===== src/rtl/intack_pkg.sv =====
// Shared types and defaults for the interrupt-acknowledge sequencer.
package intack_pkg;

  localparam int VEC_W              = 8;
  localparam int PULSE_CYCLES_DEF   = 4;
  localparam int GAP_CYCLES_DEF     = 2;

  typedef enum logic [2:0] {
    IDLE   = 3'd0,
    PULSE1 = 3'd1,
    GAP    = 3'd2,
    PULSE2 = 3'd3,
    HOLD   = 3'd4
  } state_t;

endpackage


===== src/rtl/intack_timer.sv =====
// Loadable down-counter shared by all INTA phases; done flags count==0, 0-cycle.
// Load wins over enable; the count holds at zero rather than wrapping.
module intack_timer #(
  parameter int CNT_W = 4
) (
  input  logic             clk,
  input  logic             rst_n,
  input  logic             load,
  input  logic [CNT_W-1:0] load_val,
  input  logic             en,
  output logic             done
);

  logic [CNT_W-1:0] cnt_q, cnt_d;

  always_comb begin
    cnt_d = cnt_q;
    if (load) begin
      cnt_d = load_val;
    end else if (en && (cnt_q != '0)) begin
      cnt_d = cnt_q - 1'b1;
    end
  end

  always_ff @(posedge clk or negedge rst_n) begin
    if (!rst_n) begin
      cnt_q <= '0;
    end else begin
      cnt_q <= cnt_d;
    end
  end

  assign done = (cnt_q == '0);

endmodule


===== src/rtl/intack_sequencer.sv =====
// Two-pulse INTA master: INT (2-flop synchronised under INTACK_SYNC_EN) -> vector on VEC,
// 2*PULSE+GAP cycles latency; VEC/VEC_VALID held in HOLD until VEC_READY.
module intack_sequencer
  import intack_pkg::*;
#(
  parameter int PULSE_CYCLES = PULSE_CYCLES_DEF,
  parameter int GAP_CYCLES   = GAP_CYCLES_DEF,
  parameter int CNT_W        = 4
) (
  input  logic             CLK,
  input  logic             RST_N,
  input  logic             INT,
  input  logic             INT_EN,
  output logic             INTA,
  input  logic [VEC_W-1:0] DATABUS,
  output logic [VEC_W-1:0] VEC,
  output logic             VEC_VALID,
  input  logic             VEC_READY,
  output logic             BUSY,
  output logic [7:0]       ACK_COUNT
);

  localparam logic [CNT_W-1:0] PULSE_LOAD = CNT_W'(PULSE_CYCLES - 1);
  localparam logic [CNT_W-1:0] GAP_LOAD   = CNT_W'(GAP_CYCLES - 1);

  logic int_q;

`ifdef INTACK_SYNC_EN
  logic [1:0] sync_q, sync_d;

  always_comb begin
    sync_d = {sync_q[0], INT};
  end

  always_ff @(posedge CLK or negedge RST_N) begin
    if (!RST_N) begin
      sync_q <= 2'b00;
    end else begin
      sync_q <= sync_d;
    end
  end

  assign int_q = sync_q[1];
`else
  assign int_q = INT;
`endif

  state_t             state_q, state_d;
  logic               inta_q, inta_d;
  logic [VEC_W-1:0]   vec_q, vec_d;
  logic               vld_q, vld_d;
  logic               busy_q, busy_d;
  logic [7:0]         ack_q, ack_d;

  logic               tmr_load;
  logic [CNT_W-1:0]   tmr_load_val;
  logic               tmr_en;
  logic               tmr_done;

  intack_timer #(
    .CNT_W (CNT_W)
  ) u_timer (
    .clk      (CLK),
    .rst_n    (RST_N),
    .load     (tmr_load),
    .load_val (tmr_load_val),
    .en       (tmr_en),
    .done     (tmr_done)
  );

  // Once PULSE1 is entered the sequence is committed: INT and INT_EN are only looked at in IDLE.
  always_comb begin
    state_d      = state_q;
    inta_d       = inta_q;
    vec_d        = vec_q;
    vld_d        = vld_q;
    ack_d        = ack_q;
    tmr_load     = 1'b0;
    tmr_load_val = '0;
    tmr_en       = 1'b0;

    case (state_q)
      IDLE: begin
        if (int_q && INT_EN) begin
          state_d      = PULSE1;
          inta_d       = 1'b0;
          tmr_load     = 1'b1;
          tmr_load_val = PULSE_LOAD;
        end
      end
      PULSE1: begin
        if (tmr_done) begin
          state_d      = GAP;
          inta_d       = 1'b1;
          tmr_load     = 1'b1;
          tmr_load_val = GAP_LOAD;
        end else begin
          tmr_en = 1'b1;
        end
      end
      GAP: begin
        if (tmr_done) begin
          state_d      = PULSE2;
          inta_d       = 1'b0;
          tmr_load     = 1'b1;
          tmr_load_val = PULSE_LOAD;
        end else begin
          tmr_en = 1'b1;
        end
      end
      PULSE2: begin
        if (tmr_done) begin
          state_d = HOLD;
          inta_d  = 1'b1;
          vec_d   = DATABUS;
          vld_d   = 1'b1;
          ack_d   = ack_q + 8'd1;
        end else begin
          tmr_en = 1'b1;
        end
      end
      HOLD: begin
        if (VEC_READY) begin
          state_d = IDLE;
          vld_d   = 1'b0;
        end
      end
      default: begin
        state_d = IDLE;
        inta_d  = 1'b1;
        vld_d   = 1'b0;
      end
    endcase

    busy_d = (state_d != IDLE);
  end

  always_ff @(posedge CLK or negedge RST_N) begin
    if (!RST_N) begin
      state_q <= IDLE;
      inta_q  <= 1'b1;
      vec_q   <= '0;
      vld_q   <= 1'b0;
      busy_q  <= 1'b0;
      ack_q   <= 8'd0;
    end else begin
      state_q <= state_d;
      inta_q  <= inta_d;
      vec_q   <= vec_d;
      vld_q   <= vld_d;
      busy_q  <= busy_d;
      ack_q   <= ack_d;
    end
  end

  assign INTA      = inta_q;
  assign VEC       = vec_q;
  assign VEC_VALID = vld_q;
  assign BUSY      = busy_q;
  assign ACK_COUNT = ack_q;

endmodule


===== config.mk =====
export PLATFORM = sky130hd
export DESIGN_NAME = intack_sequencer
export DESIGN_NICKNAME = d
export VERILOG_FILES = /design/src/rtl/intack_pkg.sv /design/src/rtl/intack_timer.sv /design/src/rtl/intack_sequencer.sv
export SDC_FILE = /design/constraint.sdc
export NUM_CORES = 1
export LEC_CHECK = 0
export ABC_AREA = 1
export CAP_MARGIN = 25
export CELL_PAD_IN_SITES_DETAIL_PLACEMENT = 2
export CELL_PAD_IN_SITES_GLOBAL_PLACEMENT = 2
export CORE_ASPECT_RATIO = 1.75
export CORE_MARGIN = 2
export CORE_UTILIZATION = 27
export DETAILED_ROUTE_END_ITERATION = 8
export GPL_TIMING_DRIVEN = 0
export PLACE_DENSITY_LB_ADDON = 0.1
export SYNTH_ARGS = -nofsm -noshare
export SYNTH_HDL_FRONTEND = slang
export SYNTH_SLANG_ARGS = --single-unit

===== constraint.sdc =====
create_clock -name CLK -period 1.9 [get_ports CLK]
set_input_delay 0.475 -clock CLK [delete_from_list [all_inputs] [get_ports CLK]]
set_output_delay 0.475 -clock CLK [all_outputs]
set_load 0.005 [all_outputs]

**Word level (Yosys, flattened, before mapping)**

Cells that the tools add are included.

- Flip-flop bits (word level): 26
- Word-level logic and storage cells: 57

- Equality and inequality tests: 9
- Bitwise operators: 2
- Multiplexer cells: 23
- Add/subtract/negate cells: 2
- Reduce and logical (&&, ||, !) cells: 14

Operators with widths:

| cell | number |
|---|---|
| 3-bit 2-to-1 mux | 5 |
| 3-bit one-hot mux with 5 select lines | 1 |
| 1-bit 2-to-1 mux | 9 |
| 8-bit by 1-bit adder with 8-bit output (second input constant) | 1 |
| 4-bit 2-to-1 mux | 2 |
| 2-bit != test (second input constant) | 4 |
| 3-bit by 2-bit == test with 1-bit output (second input constant) | 2 |
| 2-bit one-hot mux with 3 select lines | 1 |
| 3-bit OR reduction | 2 |
| 4-bit logical NOT | 1 |
| 2-bit 2-to-1 mux | 2 |
| 1-bit one-hot mux with 4 select lines | 1 |
| 4-bit AND reduction | 1 |
| 4-bit nonzero test | 1 |
| 2-bit OR reduction | 2 |
| 4-bit by 1-bit subtractor with 4-bit output (second input constant) | 1 |
| 3-bit by 1-bit == test with 1-bit output (second input constant) | 1 |
| 3-bit == test (second input constant) | 1 |
| 3-bit logical NOT | 1 |
| 1-bit one-hot mux with 3 select lines | 1 |
| 3-bit AND reduction | 1 |
| 3-bit nonzero test | 1 |
| 1-bit logical AND | 2 |
| 2-bit by 1-bit != test with 1-bit output (second input constant) | 1 |
| other kinds (4) | 5 |

**Longest topological paths before layout**

Gate-level depths: netlist of the first run.

- Depth after elaboration: 6
- Gate-level depth with buffers: 9

**Modules after synthesis**

Synthesis of the first run repeated with hierarchy kept, for this count alone.

- Cell total of the unflattened synthesis: 181
- Area, all modules: 1345.0 um^2

Modules (own cells, without submodules):

| module | area an instance (um^2) | times used | cells an instance |
|---|---|---|---|
| intack_sequencer | 1049.8 | 1 | 135 |
| intack_timer | 295.3 | 1 | 46 |

**Worst setup path before layout of the first run**

OpenSTA, ideal clock, no wires.

- Path type: register to register
- From: reg u_timer.cnt_q[0]
- To: reg ack_q[4], in the netlist ACK_COUNT[4]
- Arrival: 1.255 ns
- Library setup time: 0.116 ns
- Buffers on the path: 1
- Cell stages (with the launch flop): 9
- Slack: 0.529 ns
- Data required time: 1.784 ns
- Cells stage by stage: dfrtp_1 -> inv_1 -> ha_1 -> nand2_1 -> nor2_4 -> nand2_4 -> buf_2 -> nand2_1 -> nand2_1

- Longest elaborated chain between the ends: 2

RTL lines:

| item | RTL line | RTL |
|---|---|---|
| start, declared | intack_timer.sv:14 | `logic [CNT_W-1:0] cnt_q, cnt_d;` |
| start signal, assigned | intack_timer.sv:29 | `cnt_q <= cnt_d;` |
| 4-bit logical NOT | intack_timer.sv:33 | `assign done = (cnt_q == '0);` |
| 2-bit AND reduction (no line) | -- |  |
| end signal, assigned | intack_sequencer.sv:152 | `ack_q <= ack_d;` |
| end, declared | intack_sequencer.sv:53 | `logic [7:0] ack_q, ack_d;` |

No other way between the ends.
A chain may end at the register's enable or synchronous reset.

**Worst setup path after layout of the first run**

- From: reg inta_q, in the netlist INTA
- To: out INTA

RTL lines:

| item | RTL line | RTL |
|---|---|---|
| start, declared | intack_sequencer.sv:49 | `logic inta_q, inta_d;` |
| start signal, assigned | intack_sequencer.sv:148 | `inta_q <= inta_d;` |
| end, declared | intack_sequencer.sv:14 | `output logic INTA,` |

No word-level cell between the ends.

==> flow_metrics.py, run 1 <==
metrics = {
    "run_status": {
        "status": "completed",
    },
    "sta": {
        "setup_viol": 0,
        "slew_violations": 0,
        "worstMarginPinSlew_ps": 404,
        "rsz0062_at_grt": "false",
        "fin_crit_ps": 1770,
        "final-hold-violation-count": 0,
        "relSlewSlack_pct": 73.0,
        "fin_hold_ws_ps": 490,
        "tns_ps": 0,
        "post-route-period-util_pct": 93.3,
        "worst_slack_ps": 127,
        "fin_skew_ps": 3.14,
        "fmax_ghz": 0.564,
    },
    "cells_and_area": {
        "area_growth_pct": 35.4,
        "final_cell_area_mm2": 0.00176,
        "seq_area_um2": 652,
        "multi_input_area_um2": 566,
        "finish.utilization_pct": 37.8,
        "final_common_cell": "nand2_1",
        "fin_cells": 257,
        "antennaDiodeCount": 0,
        "final_layout_size_suffix_gt1_share_pct": 7.32,
        "fillerInstances": 560,
        "nNetsFinal": 221,
        "final_cell_mix": "74 x nand2_1, 31 x clkdlybuf4s50_1, 25 x dfrtp_1, 15 x inv_1, 14 x nor2_1",
    },
    "cts": {
        "cts_max_level": 1,
        "clock_path_buffers": 2,
        "numCtsBuffers": 3,
        "cts_resized": 0,
        "root_buffer": "clkbuf_8",
        "postCtsSetupBuffers": 0,
        "cts_tree": "built",
        "worstSkewPairLatency_ps": 270,
        "cts.sinks": 26,
        "postCtsHoldBufs": 0,
        "cts.clk_slew.worst_paths_ps": 90,
    },
    "pwr": {
        "pwr-share-seq_pct": 37.7,
        "sw_frac_of_total_pct": 36.7,
        "p_switching_mw": 0.896,
        "pwr-share-clk_pct": 18.9,
        "p_leak_nw": 0.897,
        "max-vdd-ir-drop_mv": 0.586,
        "total_power_mw": 2.44,
        "power_density_mw_per_mm2": 1380,
        "pwr-share-comb_pct": 43.4,
        "internal-power_mw": 1.54,
    },
    "yosys": {
        "synth_cells": 169,
        "avgSynthCellArea_um2": 7.71,
        "ys_ff_latch": 26,
        "synth.net_count": 184,
        "ys_types": 19,
        "ys_seq_area_share_pct": 50.0,
        "ys_warn_count": 0,
        "syn_area_mm2": 0.00130,
    },
    "setup_path": {
        "path_cells": "clkdlybuf4s50_1",
        "critPathSlowestCell": "dfstp_2",
        "rr_worst_depth": 8,
        "arrival_ps": 1300,
        "critPathKind": "register to output port",
        "crit_family": "flip-flops",
        "timing.rr.start": "u_timer.cnt_q[0]",
        "max_stage_delay_ps": 540,
        "path_buf_inv": 1,
        "r2r_setup_slack_ps": 270,
        "crit_required_ps": 1420,
        "cp_max_fo": 2,
        "start_kind": "register",
        "r2r_end": "ACK_COUNT[4]",
        "endpoint_kind": "output port",
    },
    "place": {
        "postPlaceCellArea_mm2": 0.00169,
        "place.gp.congestion": 0.768,
        "dpl.hpwl_um": 3120,
        "placed_cells": 253,
        "port_buffers": 31,
        "dpl_worst_slack_ps": 236,
    },
    "routing": {
        "drt_wl_total_um": 3830,
        "drcViolationCount": 0,
        "dr.pass1.iters": 3,
        "num_vias": 1225,
        "ant_nets": 0,
        "viasPerCell": 4.77,
        "wl_per_cell_um": 14.9,
        "drt-initial-drc-count": 17,
    },
    "flow_run": {
        "cap_violations": 0,
    },
    "die": {
        "core_region_area_mm2": 0.00467,
        "die_area_mm2": 0.00542,
        "die_w_um": 56.5,
        "ioPinCount": 32,
        "die_y_um": 95.9,
        "initial_core_util_pct": 27.9,
        "rows": 33,
    },
    "global_routing": {
        "antenna_found_initial": 0,
        "grt_pass1_wl_um": 6490,
        "grt_pass1_vias": 1439,
        "grtUsageTotal_pct": 15.1,
        "grt_max_degree": 20,
        "overflow": 0,
    },
    "hold_path": {
        "min_path_type": "input port to asynchronous set/reset pin",
    },
}
synth_stat cells, drive strengths merged:
library cell	number	area (um2)
dfstp	1	26.3
nand4	4	25.0
nand3b	4	30.0
dfrtp	25	626
nor2	17	76.3
clkinv	1	5.00
a21oi	2	10.0
ha	2	25.0
buf	2	16.3
o21ai	4	20.0
nand3	11	55.1
inv	17	63.8
xor2	4	35.0
nand2	75	289
layer usage:
layer  up-vias  GRT usage, %  share of wire [%]
met1       614          15.6                 37
li1        593             -                  -
met4         0          3.57               0.65
met3         2          1.08                2.1
met2        16          31.7                 60
met5         -             0                  0
worst max-delay path by stage:
stage                startpoint           end  cells after the start
6_report                   INTA          INTA                      1
5_1_grt                    INTA          INTA                      1
4_1_cts                    INTA          INTA                      1
3_5_place_dp   u_timer.cnt_q[0]        VEC[7]                      8
3_3_place_gp              RST_N    state_q[0]                      1
2_1_floorplan  u_timer.cnt_q[0]  ACK_COUNT[4]                      8
power groups by stage:
| stage | registers (mW) | logic [mW] | clock network, mW |
|---|---|---|---|
| 2_1_floorplan | 0.905 | 0.568 | 0 |
| 3_3_place_gp | 0.912 | 1.03 | 0 |
| 3_5_place_dp | 0.933 | 1.10 | 0 |
| 4_1_cts | 0.925 | 1.10 | 0.480 |
| 5_1_grt | 0.952 | 1.23 | 0.495 |
| 6_report | 0.920 | 1.06 | 0.461 |
cell families after synthesis:
kind of cell	Yosys count	share of synthesized area, %
simple gates	111	36.5
flops	26	50.0
buf+inv	20	6.53
compound gates	6	2.31
fa+ha+maj	2	1.92
xor+xnor	4	2.69
area by class of cell:
type | instances | area share [%]
clock buffers | 3 | 2.34
repair buffers | 32 | 18.4
inverters | 18 | 3.90
multi-input cells | 123 | 32.1
clock inverters | 1 | 1.70
plain buffers | 2 | 0.922
well taps | 52 | 3.69
flip-flops and latches | 26 | 37.0
flip-flops by register name, indices dropped and copies added (netlist names):
register and cells:
ACK_COUNT 8, BUSY 1, INTA 1, VEC 8, VEC_VALID 1, state_q 3, u_timer.cnt_q 4
Power figures use the tool's default switching activity.
==> run 2, diff against run 1 <==
--- a/config.mk
+++ b/config.mk
@@ -18,3 +18,4 @@
 export SYNTH_ARGS = -nofsm -noshare
 export SYNTH_HDL_FRONTEND = slang
 export SYNTH_SLANG_ARGS = --single-unit
+export TNS_END_PERCENT = 50
==> results of run 2 <==
The final DEF is identical to that of run 1; final timing and power are the same.
==> run 3, diff against run 2 <==
--- a/config.mk
+++ b/config.mk
@@ -17,5 +17,5 @@
 export PLACE_DENSITY_LB_ADDON = 0.1
 export SYNTH_ARGS = -nofsm -noshare
 export SYNTH_HDL_FRONTEND = slang
+export SYNTH_HIERARCHICAL = 1
 export SYNTH_SLANG_ARGS = --single-unit
-export TNS_END_PERCENT = 50
==> run 3 against run 2 <==
Core utilization rose by 0.55 points. Wire length fell by 0.94%. Total power rose by 13%. Sequential cell count did not move. Synthesized cell count rose by 7.1%. Setup slack improved by 1.5 ps. Count of clock-buffer cells in the layout did not move. Largest cell class unchanged. Highest routed layer unchanged.
==> flow_metrics.py, run 3 <==
metrics = {
    "run_status": {
        "status": "completed",
    },
    "cells_and_area": {
        "final_cell_area_mm2": 0.00188,
        "fillerInstances": 587,
        "antennaDiodeCount": 0,
        "final_cell_mix": "81 x nand2_1, 31 x clkdlybuf4s50_1, 25 x dfrtp_1, 16 x inv_1, 16 x nor2_1",
        "area_growth_pct": 39.5,
        "final_common_cell": "nand2_1",
        "finish.utilization_pct": 38.4,
        "fin_cells": 275,
        "nNetsFinal": 237,
        "final_layout_size_suffix_gt1_share_pct": 11.3,
    },
    "global_routing": {
        "overflow": 0,
        "grt_max_degree": 16,
        "grtUsageTotal_pct": 14.9,
        "grt_pass1_wl_um": 6640,
        "antenna_found_initial": 0,
        "grt_pass1_vias": 1489,
    },
    "setup_path": {
        "r2r_setup_slack_ps": 160,
        "critPathSlowestCell": "dfstp_2",
        "timing.rr.start": "u_timer/cnt_q[0]",
        "arrival_ps": 1300,
        "path_cells": "clkdlybuf4s50_1",
        "path_depth": 1,
        "endpoint_kind": "output port",
        "path_buf_inv": 1,
        "critPathKind": "register to output port",
        "max_stage_delay_ps": 540,
        "crit_start": "INTA",
        "start_kind": "register",
        "crit_required_ps": 1420,
        "rr_worst_depth": 10,
        "crit_family": "flip-flops",
        "timing.critical_path.to": "INTA",
        "r2r_end": "u_timer/cnt_q[1]",
        "cp_max_fo": 2,
    },
    "die": {
        "rows": 34,
        "initial_core_util_pct": 27.5,
        "die_y_um": 97.4,
        "core_region_area_mm2": 0.00489,
        "die_area_mm2": 0.00558,
        "ioPinCount": 32,
        "die_w_um": 57.4,
    },
    "sta": {
        "fin_crit_ps": 1770,
        "fmax_ghz": 0.565,
        "slew_violations": 0,
        "rsz0062_at_grt": "false",
        "setup_viol": 0,
        "relSlewSlack_pct": 48.6,
        "fin_skew_ps": 4.55,
        "final-hold-violation-count": 0,
        "worst_slack_ps": 129,
        "post-route-period-util_pct": 93.2,
        "worstMarginPinSlew_ps": 769,
    },
    "yosys": {
        "synth_top_area_share_pct": 46.5,
        "synth-edff-count": 0,
        "synth.top_cells.by_count": "82 x nand2_1, 25 x dfrtp_1, 17 x inv_1, 16 x nor2_1, 10 x nand3_1",
        "synth-compound-area-share_pct": 1.86,
        "syn_area_mm2": 0.00135,
        "netlist_top_cells_area": "dfrtp_1 47%, nand2_1 23%, inv_1 4.7%",
        "ys_async_sr_fraction_pct": 100,
        "ys_ff_latch": 26,
        "ys_seq_area_share_pct": 48.5,
        "ys_types": 23,
        "synthMuxAreaShare_pct": 0,
        "ys_warn_count": 6,
        "avgSynthCellArea_um2": 7.43,
        "synth_top_family_by_area": "simple AND/OR/NAND/NOR gates",
        "yosysMostFrequentCell": "nand2_1",
        "synth_cells": 181,
        "synth_xor_xnor_area_share_pct": 1.95,
        "synth_fa_ha_area_share_pct": 1.86,
        "synth-simple-area-share_pct": 38.7,
        "synth_ff_type": "dfrtp_1",
        "synth_area_leader_cell": "dfrtp_1",
    },
    "cts": {
        "cts_tree": "built",
        "worstSkewPairLatency_ps": 270,
        "clock_path_buffers": 2,
        "cts.clk_slew.worst_paths_ps": 90,
        "cts.sinks": 26,
        "root_buffer": "clkbuf_8",
        "cts_max_level": 1,
        "numCtsBuffers": 3,
    },
    "place": {
        "dpl_worst_slack_ps": -232,
        "postPlaceCellArea_mm2": 0.00175,
        "port_buffers": 31,
        "placed_cells": 268,
        "place.gp.congestion": 0.707,
        "dpl.hpwl_um": 2990,
    },
    "routing": {
        "drt-initial-drc-count": 15,
        "drcViolationCount": 0,
        "dr.pass1.iters": 4,
        "wl_per_cell_um": 13.8,
        "ant_nets": 0,
        "viasPerCell": 4.63,
        "num_vias": 1273,
        "drt_wl_total_um": 3790,
    },
    "pwr": {
        "max-vdd-ir-drop_mv": 0.635,
        "power_density_mw_per_mm2": 1470,
        "p_leak_nw": 0.952,
    },
    "hold_path": {
        "min_path_type": "register to register",
    },
    "flow_run": {
        "cap_violations": 0,
    },
}
[run 3: through the flow]
stage          hold WS, ps  setup TNS (ps)  power [mW]
2_1_floorplan          179               0        1.64
3_3_place_gp           462           -3300        2.11
3_5_place_dp           472            -757        2.21
4_1_cts                499               0        2.75
5_1_grt                532               0        3.00
6_report               489               0        2.75
[run 3: how the worst min path moves through the flow]
| stage | from | to | cells past startpoint |
|---|---|---|---|
| after floorplan | RST_N | ACK_COUNT[0] | 0 |
| after global placement | VEC[6] | VEC[6] | 2 |
| after detailed placement | VEC[7] | VEC[7] | 2 |
| after CTS | VEC[3] | VEC[3] | 2 |
| after global routing | VEC[3] | VEC[3] | 2 |
| final | VEC[1] | VEC[1] | 2 |
[run 3: timing repair]
item,in CTS,in global routing
buffers inserted,2,1
hold buffers,0,0
pin swaps,2,1
resized for setup,4,5
setup endpoints to repair,4,6
hold endpoints to repair,0,0
[run 3: cell families (layout without fill, tap and decap cells)]
logic type,after synthesis,after routing
adder cells (fa/ha/maj),2,2
AO/OA/AOI/OAI,5,5
AND/OR/NAND/NOR,121,121
other,1,2
flip-flops,26,26
buffers and inverters,23,62
XOR/XNOR,3,3
[run 3: power by group]
group	total, mW	switching (mW)	internal [mW]
clock network	0.468	0.186	0.282
registers	0.919	0.146	0.773
logic	1.36	0.731	0.632
[run 3: final cells by class]
class                   count  area [um2]  area share, %
multi-input cells         133         628           33.5
plain buffers               3        17.5          0.933
flip-flops and latches     26         652           34.7
repair buffers             35         360           19.2
clock buffers               3        41.3           2.20
clock inverters             1        30.0           1.60
inverters                  20        80.1           4.27
well taps                  54        67.6           3.60
[run 3: routing by layer]
metal / up-vias / share of wire, % / track usage, %
li1: 627 / - / -
met1: 631 / 38 / 16.1
met2: 13 / 59 / 28.9
met3: 2 / 2.0 / 1.33
met4: 0 / 0.82 / 4.29
met5: - / 0 / 0
==> edit 1, RTL diff (config.mk and constraints of run 3) <==
`VEC_W`: 8 -> 10.
--- a/src/rtl/intack_pkg.sv
+++ b/src/rtl/intack_pkg.sv
@@ -2,5 +2,5 @@
 package intack_pkg;
 
-  localparam int VEC_W              = 8;
+  localparam int VEC_W              = 10;
   localparam int PULSE_CYCLES_DEF   = 4;
   localparam int GAP_CYCLES_DEF     = 2;
Interface: changed (resized DATABUS and VEC); port bits go from 32 to 36. No check against the original RTL was run, so the function may have changed too.
==> edit 1 against run 3 <==
The flow now finishes with violations (design-rule violations); total power rose by 4.9%; via count up 6.8%; setup slack lost 0.032 ns; sequential cell count up 2; worst hold slack gained 0.0070 ns; synthesized area rose by 5.7%; non-clock buffer count increased by 6; wire length increased by 13%; clock power is 17% lower; cell area rose by 6.1%; highest routed layer unchanged.
==> edit 1: results (changes against run 3) <==
cells_and_area:
  multiInputGateArea_um2: 651  # +3.6%
  buffer_area_share_pct: 21.9  # +1.8 points
  n_all_buffers: 44  # +16%
  layout-area-overhead-vs-synth_pct: 40.1
  multiInputCombCellCount: 139  # +4.5%
  nClkBuffers: 4  # +1
  seq_area_um2: 702  # +7.7%
  n_fill_cell: 624  # +6.3%
timing:
  slew_headroom_pct: 57.9  # +9.3 points
  worst_clock_skew_ns: 0.00718  # +0.00263 ns
critical_path:
  reg2reg_slack_ns: 0.1  # -0.06 ns
  setup.worst_path.end: "u_timer/cnt_q[3]"
outcome:
  status: "finished, violations left"
  violations: "design-rule violations"
global_routing:
  grt_use_met3_pct: 1.42  # +0.086 points
  track_usage_pct: 15.9  # +1.1 points
  grt_max_degree: 19  # +3
  grt_first_pass_wirelength_um: 7180  # +8.0%
  use_met1_pct: 16.8  # +0.69 points
placement:
  dp.cells: 281  # +4.9%
  gp_congestion: 0.784  # +11%
drt:
  drt-initial-drc-count: 8  # -7
  met3_length_um: 104  # +41%
  met1_length_um: 1580  # +9.3%
  drc: 2  # +2
  dr.pass1.iters: 6  # +2
  met2_length_um: 2530  # +13%
  avgRoutedWirePerCell_um: 14.7  # +6.9%
power:
  power_per_cell_area_nw_per_um2: 1450  # -1.1%
  vdd_drop_max_uv: 539  # -15%
  p_leak_uw: 0.00101  # +6.1%
hold_path:
  hp-start: "VEC[2]"
synthesis:
  ys_seq_area_share_pct: 49.4  # +0.92 points
  synth_common_cells: "nand2_1, dfrtp_1, inv_1"
  syn_inst: 189  # +4.4%
==> edit 1: cell types whose count changed after synthesis, sizes merged <==
cell,change
dfrtp,+2
nand2,+6
==> edit 1: cells by family (layout without fill, tap and decap cells) <==
kind of cell	Yosys count	count (layout)	share of synthesized area [%]
AO/OA/AOI/OAI	5	5	1.76
XOR/XNOR	3	3	1.85
AND/OR/NAND/NOR	127	127	38.2
flip-flops	28	28	49.4
other	1	2	0.264
adder cells (fa/ha/maj)	2	2	1.76
buffers and inverters	23	68	6.78
==> edit 1: timing repair <==
item	4_1_cts	5_1_grt
hold buffers	0	0
gates resized for setup	6	3
endpoints found under the hold margin	0	0
pin swaps	1	2
setup endpoints to repair	9	13
buffers inserted	2	3
==> edit 1: power by group <==
part	internal (µW)	total [µW]	switching, µW	leakage [µW]
registers	837	1000	166	0.000348
clock network	186	388	201	0.0000288
logic	708	1490	785	0.000632
total	1730	2880	1150	0.00101
==> edit 2, RTL diff (settings of run 3) <==
Without the edit above. Re-encode `state_t` (5 states) as one-hot, 5 bits wide.
--- a/src/rtl/intack_pkg.sv
+++ b/src/rtl/intack_pkg.sv
@@ -6,10 +6,10 @@
   localparam int GAP_CYCLES_DEF     = 2;
 
-  typedef enum logic [2:0] {
-    IDLE   = 3'd0,
-    PULSE1 = 3'd1,
-    GAP    = 3'd2,
-    PULSE2 = 3'd3,
-    HOLD   = 3'd4
+  typedef enum logic [4:0] {
+    IDLE   = 5'b00001,
+    PULSE1 = 5'b00010,
+    GAP    = 5'b00100,
+    PULSE2 = 5'b01000,
+    HOLD   = 5'b10000
   } state_t;
 
Behaviour: same outputs for any inputs over 10 cycles, from zero or initial values and one cycle with RST_N low; not proved beyond that.
==> edit 2 against run 3 <==
Cell area rose by 6.7%; synthesized area rose by 11%; clock skew fell by 0.0021 ns; wire length rose by 5.9%; critical path depth did not move; register-to-register slack improved by 0.03 ns; sequential cell count rose by 2; setup slack got worse by 0.018 ns; sequential share of layout area rose by 0.37 points; critical path type unchanged.
Power is not compared: it rests on default switching activity, and its combinational part moved more than twofold at a synthesized area within 25%.
==> edit 2: results (changes against run 3) <==
outcome:
  status: "finished clean"
placement:
  dp.final_hpwl_um: 3250  # +8.9%
  placed_cell_area_um2: 1920  # +9.5%
  gp_congestion: 0.787  # +11%
  dp_slack_ns: -0.0656  # +0.166 ns
synthesis:
  synth_compound_area_share_pct: 2.36  # +0.50 points
  ys_types: 24  # +4.3%
  synthAdderAreaFrac_pct: 1.68  # -0.18 points
  synth-xor-area-share_pct: 3.54  # +1.6 points
  synth_area_leaders: "dfrtp_1, nand2_1, inv_1"
  ys_seq_area_share_pct: 47.3  # -1.2 points
  synth_common_cells: "nand2_1, dfrtp_1, inv_1"
global_routing:
  grt_first_pass_wirelength_um: 7120  # +7.2%
  grt_use_met2_pct: 30.4  # +1.4 points
  use_met1_pct: 15.7  # -0.41 points
  grt_use_met3_pct: 1.52  # +0.19 points
  track_usage_pct: 15.1  # +0.19 points
drt:
  avgRoutedWirePerCell_um: 13.3  # -3.6%
  met3_length_um: 61  # -18%
  vias: 1364  # +7.1%
  drt-initial-drc-count: 25  # +10
  met1_length_um: 1490  # +3.0%
critical_path:
  worstRegToRegCells: 11  # +1
  reg2reg_to: "u_timer/cnt_q[3]"
cells_and_area:
  drive_gt1_share_pct: 11.4  # +0.091 points
  n_fill_cell: 609  # +3.7%
  nets: 244  # +3.0%
cts:
  post_cts_resized: 2  # -2
timing:
  worst_clock_skew_ns: 0.00248  # -0.00207 ns
  tightest_slew_ns: 0.777  # +0.00727 ns
hold_path:
  hp-start: "INTA"
  holdPathEnd: "INTA"
power:
  vdd_drop_max_uv: 261
-- edit 2: layout make-up --
type,count,area share (%)
plain buffers,2,1.12
clock buffers,4,2.75
inverters,28,5.37
multi-input cells,133,33.8
flip-flops and latches,28,35.1
well taps,74,4.62
repair buffers,33,17.2
-- edit 2: power groups by stage --
| stage | clock, µW | combinational (µW) | sequential (µW) |
|---|---|---|---|
| after CTS | 411 | 675 | 774 |
| after floorplan | 0 | 449 | 772 |
| final | 386 | 674 | 772 |
| after global routing | 430 | 790 | 785 |
| after global placement | 0 | 632 | 782 |
| after detailed placement | 0 | 669 | 786 |
-- edit 2: logic make-up (layout without fill, tap and decap cells) --
family,after synthesis,count (layout)
AOI/OAI and AO/OA,7,7
xor gates and xnor gates,6,6
adders and majority gates,2,2
buffers and inverters,30,67
DFF,28,28
other,1,2
and+or+nand+nor,116,116
-- edit 2: worst max-delay path by stage --
stage	slack, ns	to	start	depth (start not counted)
finish	0.11	INTA	INTA	1
floorplan	0.30	u_timer/cnt_q[3]	u_timer/cnt_q[0]	11
global placement	-0.21	VEC[6]	RST_N	1
CTS	0.08	INTA	INTA	1
global route	0.01	u_timer/cnt_q[2]	u_timer/cnt_q[0]	11
detailed placement	-0.07	u_timer/cnt_q[3]	state_q[2]	10
-- edit 2: stage by stage --
stage	instances	TNS [ns]	power (µW)	hold WS, ns	utilization [%]
floorplan	191	0	1220	0.179	-
global placement	296	-5.39	1410	0.451	35.7
detailed placement	297	-0.142	1450	0.458	36.2
CTS	301	0	1860	0.474	37.4
global route	302	0	2010	0.511	37.8
finish	302	0	1830	0.467	37.8
